## src/rtl/dlx_pkg.sv

```systemverilog
// Shared DLX core types: next-PC commands used by fetch and decode, fetch
// FSM states and core-wide constants.
package dlx_pkg;

   localparam int          INSTR_W          = 32;
   localparam logic [31:0] DEFAULT_RESET_PC = 32'h0000_0000;

   typedef enum logic [1:0] {
      PC_SEQ    = 2'b00,
      PC_BRANCH = 2'b01,
      PC_JUMP   = 2'b10,
      PC_HALT   = 2'b11
   } pc_cmd_t;

   typedef enum logic [1:0] {
      REQ     = 2'b00,
      ISSUE   = 2'b01,
      RESOLVE = 2'b10,
      HALT    = 2'b11
   } fetch_state_t;

endpackage

```

## src/rtl/fetch_unit_if.sv

```systemverilog
// Instruction-memory request/acknowledge bus between fetch and memory.
interface fetch_unit_if #(
   parameter int ADDR_W = 32
);
   import dlx_pkg::*;

   logic [ADDR_W-1:0]  i_address;
   logic               i_read_req;
   logic               i_ack;
   logic [INSTR_W-1:0] i_data_in;

   modport master (
      output i_address,
      output i_read_req,
      input  i_ack,
      input  i_data_in
   );

   modport slave (
      input  i_address,
      input  i_read_req,
      output i_ack,
      output i_data_in
   );

endinterface

```

## src/rtl/fetch_unit_pc_next.sv

```systemverilog
// Next-PC arithmetic: resolves an execute command into a word-aligned
// address, wrapping modulo 2^ADDR_W, and flags the halt command.
module pc_next
   import dlx_pkg::*;
#(
   parameter int ADDR_W = 32
) (
   input  logic [ADDR_W-1:0] pc_i,
   input  pc_cmd_t           cmd_i,
   input  logic [ADDR_W-1:0] target_i,
   output logic [ADDR_W-1:0] next_pc_o,
   output logic              halt_o
);

   logic [ADDR_W-1:0] seqPc;
   logic [ADDR_W-1:0] rawPc;

   assign seqPc = pc_i + ADDR_W'(4);

   always_comb begin
      rawPc  = seqPc;
      halt_o = 1'b0;
      unique case (cmd_i)
         PC_SEQ:    rawPc = seqPc;
         PC_BRANCH: rawPc = seqPc + target_i;
         PC_JUMP:   rawPc = target_i;
         PC_HALT: begin
            rawPc  = pc_i;
            halt_o = 1'b1;
         end
      endcase
   end

   // Misaligned targets are silently forced onto a word boundary.
   assign next_pc_o = rawPc & ~ADDR_W'(3);

endmodule

```

## src/rtl/fetch_unit.sv

```systemverilog
// DLX instruction fetch stage: owns the PC, fetches over the memory handshake,
// holds the instruction for decode and waits for execute to pick the next PC.
module fetch_unit
   import dlx_pkg::*;
#(
   parameter int                ADDR_W   = 32,
   parameter logic [ADDR_W-1:0] RESET_PC = DEFAULT_RESET_PC[ADDR_W-1:0]
) (
   input  logic                clk,
   input  logic                reset_n,
   fetch_unit_if.master        imem,
   output logic [INSTR_W-1:0]  i_data_read,
   output logic                ID,
   input  logic                stall,
   input  logic                Pc_valid,
   input  logic [1:0]          Pc_cmd,
   input  logic [ADDR_W-1:0]   Pc_target,
   output logic [ADDR_W-1:0]   pc,
   output logic [ADDR_W-1:0]   npc
);

   fetch_state_t       state_q, state_d;
   logic [ADDR_W-1:0]  pc_q, pc_d;
   logic [INSTR_W-1:0] ir_q, ir_d;
   logic               req_q, req_d;
   logic               id_q, id_d;
   logic [ADDR_W-1:0]  nextPc;
   logic               haltCmd;

   pc_next #(.ADDR_W(ADDR_W)) u_pc_next (
      .pc_i      (pc_q),
      .cmd_i     (pc_cmd_t'(Pc_cmd)),
      .target_i  (Pc_target),
      .next_pc_o (nextPc),
      .halt_o    (haltCmd)
   );

   always_ff @(posedge clk) begin
      if (!reset_n) begin
         state_q <= REQ;
         pc_q    <= RESET_PC;
         ir_q    <= '0;
         req_q   <= 1'b0;
         id_q    <= 1'b0;
      end else begin
         state_q <= state_d;
         pc_q    <= pc_d;
         ir_q    <= ir_d;
         req_q   <= req_d;
         id_q    <= id_d;
      end
   end

   // An ack only counts once the request is actually on the bus, so a stale
   // ack straddling reset release cannot capture a word.
   always_comb begin
      state_d = state_q;
      pc_d    = pc_q;
      ir_d    = ir_q;
      unique case (state_q)
         REQ: begin
            if (req_q && imem.i_ack) begin
               ir_d    = imem.i_data_in;
               state_d = ISSUE;
            end
         end
         ISSUE: begin
            if (!stall) state_d = RESOLVE;
         end
         RESOLVE: begin
            if (Pc_valid) begin
               if (haltCmd) begin
                  state_d = HALT;
               end else begin
                  pc_d    = nextPc;
                  state_d = REQ;
               end
            end
         end
         HALT: state_d = HALT;
      endcase
      req_d = (state_d == REQ);
      id_d  = (state_d == ISSUE);
   end

   assign imem.i_address    = pc_q;
   assign imem.i_read_req   = req_q;
   assign i_data_read       = ir_q;
   assign ID                = id_q;
   assign pc                = pc_q;
   assign npc               = pc_q + ADDR_W'(4);

endmodule

```

## src/flat_wrapper.sv

```systemverilog
// flat-port wrapper written by rule: the top's interface ports become plain ports
module fetch_unit_flat import dlx_pkg::*;
#(
   parameter int                ADDR_W   = 32,
   parameter logic [ADDR_W-1:0] RESET_PC = DEFAULT_RESET_PC[ADDR_W-1:0]
)
  (clk, reset_n, i_data_read, ID, stall, Pc_valid, Pc_cmd, Pc_target, pc, npc, imem_i_address, imem_i_read_req, imem_i_ack, imem_i_data_in);
  fetch_unit_if #(.ADDR_W(ADDR_W)) imem_i ();
  input  logic clk;
  input  logic reset_n;
  output logic [INSTR_W-1:0] i_data_read;
  output logic ID;
  input  logic stall;
  input  logic Pc_valid;
  input  logic [1:0] Pc_cmd;
  input  logic [ADDR_W-1:0] Pc_target;
  output logic [ADDR_W-1:0] pc;
  output logic [ADDR_W-1:0] npc;
  output wire logic [$bits(imem_i.i_address)-1:0] imem_i_address;
  output wire logic [$bits(imem_i.i_read_req)-1:0] imem_i_read_req;
  input wire logic [$bits(imem_i.i_ack)-1:0] imem_i_ack;
  input wire logic [$bits(imem_i.i_data_in)-1:0] imem_i_data_in;
  assign imem_i_address = imem_i.i_address;
  assign imem_i_read_req = imem_i.i_read_req;
  assign imem_i.i_ack = imem_i_ack;
  assign imem_i.i_data_in = imem_i_data_in;
  fetch_unit #(.ADDR_W(ADDR_W), .RESET_PC(RESET_PC)) u_core (.clk(clk), .reset_n(reset_n), .imem(imem_i), .i_data_read(i_data_read), .ID(ID), .stall(stall), .Pc_valid(Pc_valid), .Pc_cmd(Pc_cmd), .Pc_target(Pc_target), .pc(pc), .npc(npc));
endmodule
```

## config.mk

```make
export PLATFORM = sky130hd
export DESIGN_NAME = fetch_unit_flat
export DESIGN_NICKNAME = d
export VERILOG_FILES = /design/src/rtl/dlx_pkg.sv /design/src/rtl/fetch_unit_if.sv /design/src/rtl/fetch_unit_pc_next.sv /design/src/rtl/fetch_unit.sv /design/src/flat_wrapper.sv
export SDC_FILE = /design/constraint.sdc
export NUM_CORES = 1
export LEC_CHECK = 0
export ABC_CLOCK_PERIOD_IN_PS = 9900
export CORE_AREA = 2 2 108 110
export CTS_BUF_LIST = sky130_fd_sc_hd__clkbuf_4 sky130_fd_sc_hd__clkbuf_8
export DETAILED_ROUTE_END_ITERATION = 16
export DIE_AREA = 0 0 110 112
export GPL_ROUTABILITY_DRIVEN = 0
export PLACE_DENSITY = 0.87
export SETUP_SLACK_MARGIN = 0.05
export SLEW_MARGIN = 0
export SYNTH_ARGS = -nofsm -noshare
export SYNTH_HDL_FRONTEND = slang
export SYNTH_SLANG_ARGS = --single-unit
```

## constraint.sdc

```tcl
create_clock -name clk -period 9.9 [get_ports clk]
set_input_delay 1.98 -clock clk [delete_from_list [all_inputs] [get_ports clk]]
set_output_delay 1.98 -clock clk [all_outputs]
set_load 0.03 [all_outputs]
```

---- After elaboration in Yosys (flattened, before gate mapping) ----
Index checks and enable logic that the tools add are counted.
Widths: inputs -> output; s select.
storage, ports and cells
  flip-flop bits (word level) ............. 66
  input bits .............................. 71
  output and inout port bits .............. 130
cells by class
  $add $sub $neg .......................... 2
  equal/unequal tests ..................... 7
  multiplexer cells ....................... 7
  bitwise operators ....................... 2
  reduce and logical (&&, ||, !) cells .... 6
operator list
  kind                   number
  $pmux 32 s4            1
  $add 32x3->32 const B  1
  $add 32x32->32         1
  $eq 2x2->1 const B     4
  $mux 2                 4
  $pmux 2 s4             1
  $eq 2x1->1 const B     3
  $logic_not 2->1        3
  $reduce_and 4->1       1
  $not 1->1              2
  $reduce_and 2->1       1
  $logic_and 1x1->1      1
  $mux 1                 1

---- Depth between registers and ports, before layout ----
  depth after elaboration ................. 6
  gate-level depth with buffers ........... 16
  gate-level depth less buffers ........... 15

---- Hierarchy ----
A second synthesis with hierarchy kept.
unflattened totals
  cell total of the unflattened synthesis .. 835
  area total of the unflattened synthesis .. 6518.8 um^2
modules (own cells, without submodules)
  module      times used  cells each  area an instance (um^2)  seq. area each (um^2)
  fetch_unit  1           417         3363.2                   1361.3
  pc_next     1           418         3155.5                   0.0

---- Least setup slack after synthesis ----
No wires, ideal clock.
  kind .................................... flip-flop to flip-flop
  start ................................... register u_core.pc_q[2], in the netlist u_core.imem.i_address[2]
  end ..................................... register u_core.pc_q[28], in the netlist u_core.imem.i_address[28]
  setup time .............................. 0.127 ns
  arrival ................................. 4.310 ns
  required time ........................... 9.773 ns
  setup slack ............................. 5.463 ns
  cell stages (with the launch flop) ...... 17
  clock period less this slack ............ 4.437 ns
  path through ............................ dfxtp_1 -> ha_1 -> nand2_1 -> or3_1 -> buf_6 -> inv_1 -> and3_1 -> xor2_1 -> ha_1 -> and3_1 -> a221o_1 -> a21oi_1 -> o211ai_1 -> a21o_1 -> a211oi_1 -> nor3b_2 -> or3_1
between the ends
  longest elaborated chain between the ends .. 3
RTL lines
  what                      line                      RTL
  start: declaration        fetch_unit.sv:23          logic [ADDR_W-1:0] pc_q, pc_d;
  start signal: assignment  fetch_unit.sv:47          pc_q <= pc_d;
  $add 32x3->32             --
  via npc[14]               flat_wrapper.sv:18        output logic [ADDR_W-1:0] npc;
  $add 32x32->32            fetch_unit_pc_next.sv:25  PC_BRANCH: rawPc = seqPc + target_i;
  $pmux 32 s4               fetch_unit_pc_next.sv:23  unique case (cmd_i)
The timed path passes the listed nets, and every way through them passes these cells.
A chain may end at the register's enable or synchronous reset.

---- Final worst setup path ----
  start ................................... register u_core.pc_q[2], in the netlist u_core.imem.i_address[2]
  end ..................................... output npc[14]
between the ends
  longest elaborated chain between the ends .. 1
RTL lines
  what              line                RTL
  $add 32x3->32     fetch_unit.sv:91    assign npc = pc_q + ADDR_W'(4);
  end: declaration  flat_wrapper.sv:18
Every way passes these cells.

==> reports/metrics.yaml <==
grt_pass1_wl_mm: 27.5
tritoncts: "done"
drive_gt1_share_pct: 5.09
cts_resized: 0
layout_common_cells: "clkdlybuf4s50_1, nand2_1, dfxtp_1"
finalHoldViolations: 0
ctsRootBufferMaster: "clkbuf_8"
crit_required_ns: 7.92
crit_fanout: 8
drt_iter0_markers: 483
maxSlewHeadroom_pct: 44.7
critPathLaunchType: "register"
synth_ff_type: "dfxtp_1"
finalCritPeriodShare_pct: 54.9
drv_cap: 0
dieWidth_um: 110
cts_sinks: 66
clkLatencyLatePin_ns: 0.36
grt_setup_unrepaired: "false"
fp.dieH_um: 112
hold_end: "u_core.i_data_read[0]"
fmax_mhz: 184
nFillCells: 949
cts_setup_buffers: 0
synth_top_area_cell: "dfxtp_1"
via_per_inst: 5.78
min_path_cells: 2
core_um2: 11200
min_from: "u_core.i_data_read[0]"
syn_area_um2: 5410
path_class: "register to primary output"
antenna_left: 0
netlist_instances: 714
num_rows: 39
layout_min_cycle_time_ns: 5.44
power_density_nw_per_um2: 108
r2r_slack_ns: 5.07
antenna_found_initial: 0
cp-end-kind: "primary output"
vias: 5825
area_growth_pct: 38.0
r2r_end: "u_core.imem.i_address[31]"
synth-edff-count: 0
final_nets: 966
drc: 0
grt_usage_pct: 28.0
drt_wl_total_mm: 17.5
pin_count: 201
r2r-start: "u_core.imem.i_address[2]"
critical_path_arrival_ns: 3.46
overflow: 0
numCtsBuffers: 9
post-place-cells: 991
synth.avg_cell_area_um2: 7.58
leakage_nw: 3.02
tns_ns: 0
hold_class: "register to register"
ys_warn_count: 0
routedWlPerCell_um: 17.4
synth_seq_cells: 66
path_clk_slew_ns: 0.07
dieArea_um2: 12300
hold_buffers: 0
synth_cell_types: 63
irDropWorstVdd_mv: 0.0714
ys_seq_area_share_pct: 24.4
dpl_worst_slack_ns: 4.76
synth_area_leaders: "dfxtp_1, ha_1, nand2_1"
fin_worst_skew_ns: 0.0117
htreeDepth: 3
final_common_cell: "clkdlybuf4s50_1"
cts_buffer_depth: 2
drtPass1Iterations: 6
slew_viol_final: 0
dp_hpwl_mm: 12.5
stdcell_count: 1007
multi_input_area_um2: 3650
status: "complete, no violations"
num_antenna_cells: 0
async_flop_share_pct: 0
finalWorstSetupSlack_ns: 4.46
grt_max_degree: 72
seqCellArea_um2: 1320
setup_viol: 0
start_util_pct: 48.4
ff2ff_path_depth: 15
portBuffers: 192
synthDominantCellAreaShare_pct: 24.4
grt_pass1_vias: 5346
worst_slew_pin_slew_ns: 0.824
-- critical path: stages, from the launching register on --
cell and delay [ns]:
dfxtp_1 0.55, ha_1 0.41, nand2_1 0.09, or3_1 0.54, inv_1 0.27, and3_1 0.20, xor2_1 0.29, clkdlybuf4s50_1 0.74
-- cell usage after synthesis, types with 3 or more instances --
cell      number
o211a_1        7
a211oi_1      13
nor3_1         9
a31oi_1        9
ha_1          35
inv_1         13
or3_1          3
a32o_1         4
o21ai_0       45
nand3_1       20
o21a_1         5
nand2_1      112
a21o_1        19
mux2i_1        3
a21oi_1       54
a22oi_1        4
nand2b_1       5
o21bai_1       3
nor2_1        47
nor3b_1        3
clkbuf_1      31
a221o_1        5
and2_1         6
and3_1        10
buf_2          4
a21boi_0      33
nand4_1       11
buf_4         36
a221oi_1       5
nor2b_1        6
xor2_1        14
xnor2_1       29
a211o_1        3
dfxtp_1       66
o211ai_1       3
-- metrics by stage --
stage | hold WS [ns] | power [W] | utilization, % | cell area (um2)
2_1_floorplan | 0.573 | 0.000410 | - | 5430
3_3_place_gp | 0.451 | 0.000485 | 64.3 | 7190
3_5_place_dp | 0.458 | 0.000488 | 64.3 | 7190
4_1_cts | 0.468 | 0.000806 | 66.8 | 7470
5_1_grt | 0.486 | 0.000836 | 66.8 | 7470
6_report | 0.466 | 0.000803 | 66.8 | 7470
-- kinds of logic (layout without fill, tap and decap cells) --
logic type,Yosys count,count (layout),share of synthesized area (%)
simple gates,245,245,21.2
compound gates,231,231,28.8
buf+inv,86,231,8.70
flops,66,66,24.4
xor+xnor,45,45,7.56
fa+ha+maj,36,36,8.46
mux,4,4,0.763
other cells,1,6,0.0693
-- power breakdown --
part | total [W] | internal (W) | switching (W)
logic | 0.000199 | 0.0000858 | 0.000113
clock network | 0.000319 | 0.000201 | 0.000118
registers | 0.000286 | 0.000277 | 0.00000926
-- cell type report --
class,instances,area share (%)
clock buffer,10,1.84
clock inverter,6,1.84
inverter,13,0.654
multi-input combinational,567,48.9
sequential,66,17.7
tap,143,2.40
timing repair buffer,202,26.7
-- worst max path at each step --
stage,from,slack (ns),cells after the start,to
finish,u_core.imem.i_address[2],4.46,7,npc[14]
global route,u_core.imem.i_address[2],4.30,7,npc[18]
CTS,u_core.imem.i_address[2],4.49,7,npc[22]
detailed placement,Pc_target[2],4.76,12,u_core.imem.i_address[28]
global placement,Pc_target[2],4.79,12,u_core.imem.i_address[28]
floorplan,u_core.imem.i_address[2],5.46,16,u_core.imem.i_address[28]
-- flip-flops by register name (all words and copies together) (netlist names) --
register / count
u_core.ID: 1
u_core.i_data_read: 32
u_core.imem.i_read_req: 1
u_core.imem.i_address: 30
u_core.state_q: 2
-- routing by layer --
metal | up-vias | global-route usage [%] | wire length [um]
met1 | 2640 | 35.1 | 7150
met5 | - | 0 | 0
met3 | 43 | 7.38 | 1960
met4 | 0 | 9.45 | 391
met2 | 327 | 46.2 | 8000
li1 | 2815 | - | -
Note: power is estimated with default switching activity, not from simulation.
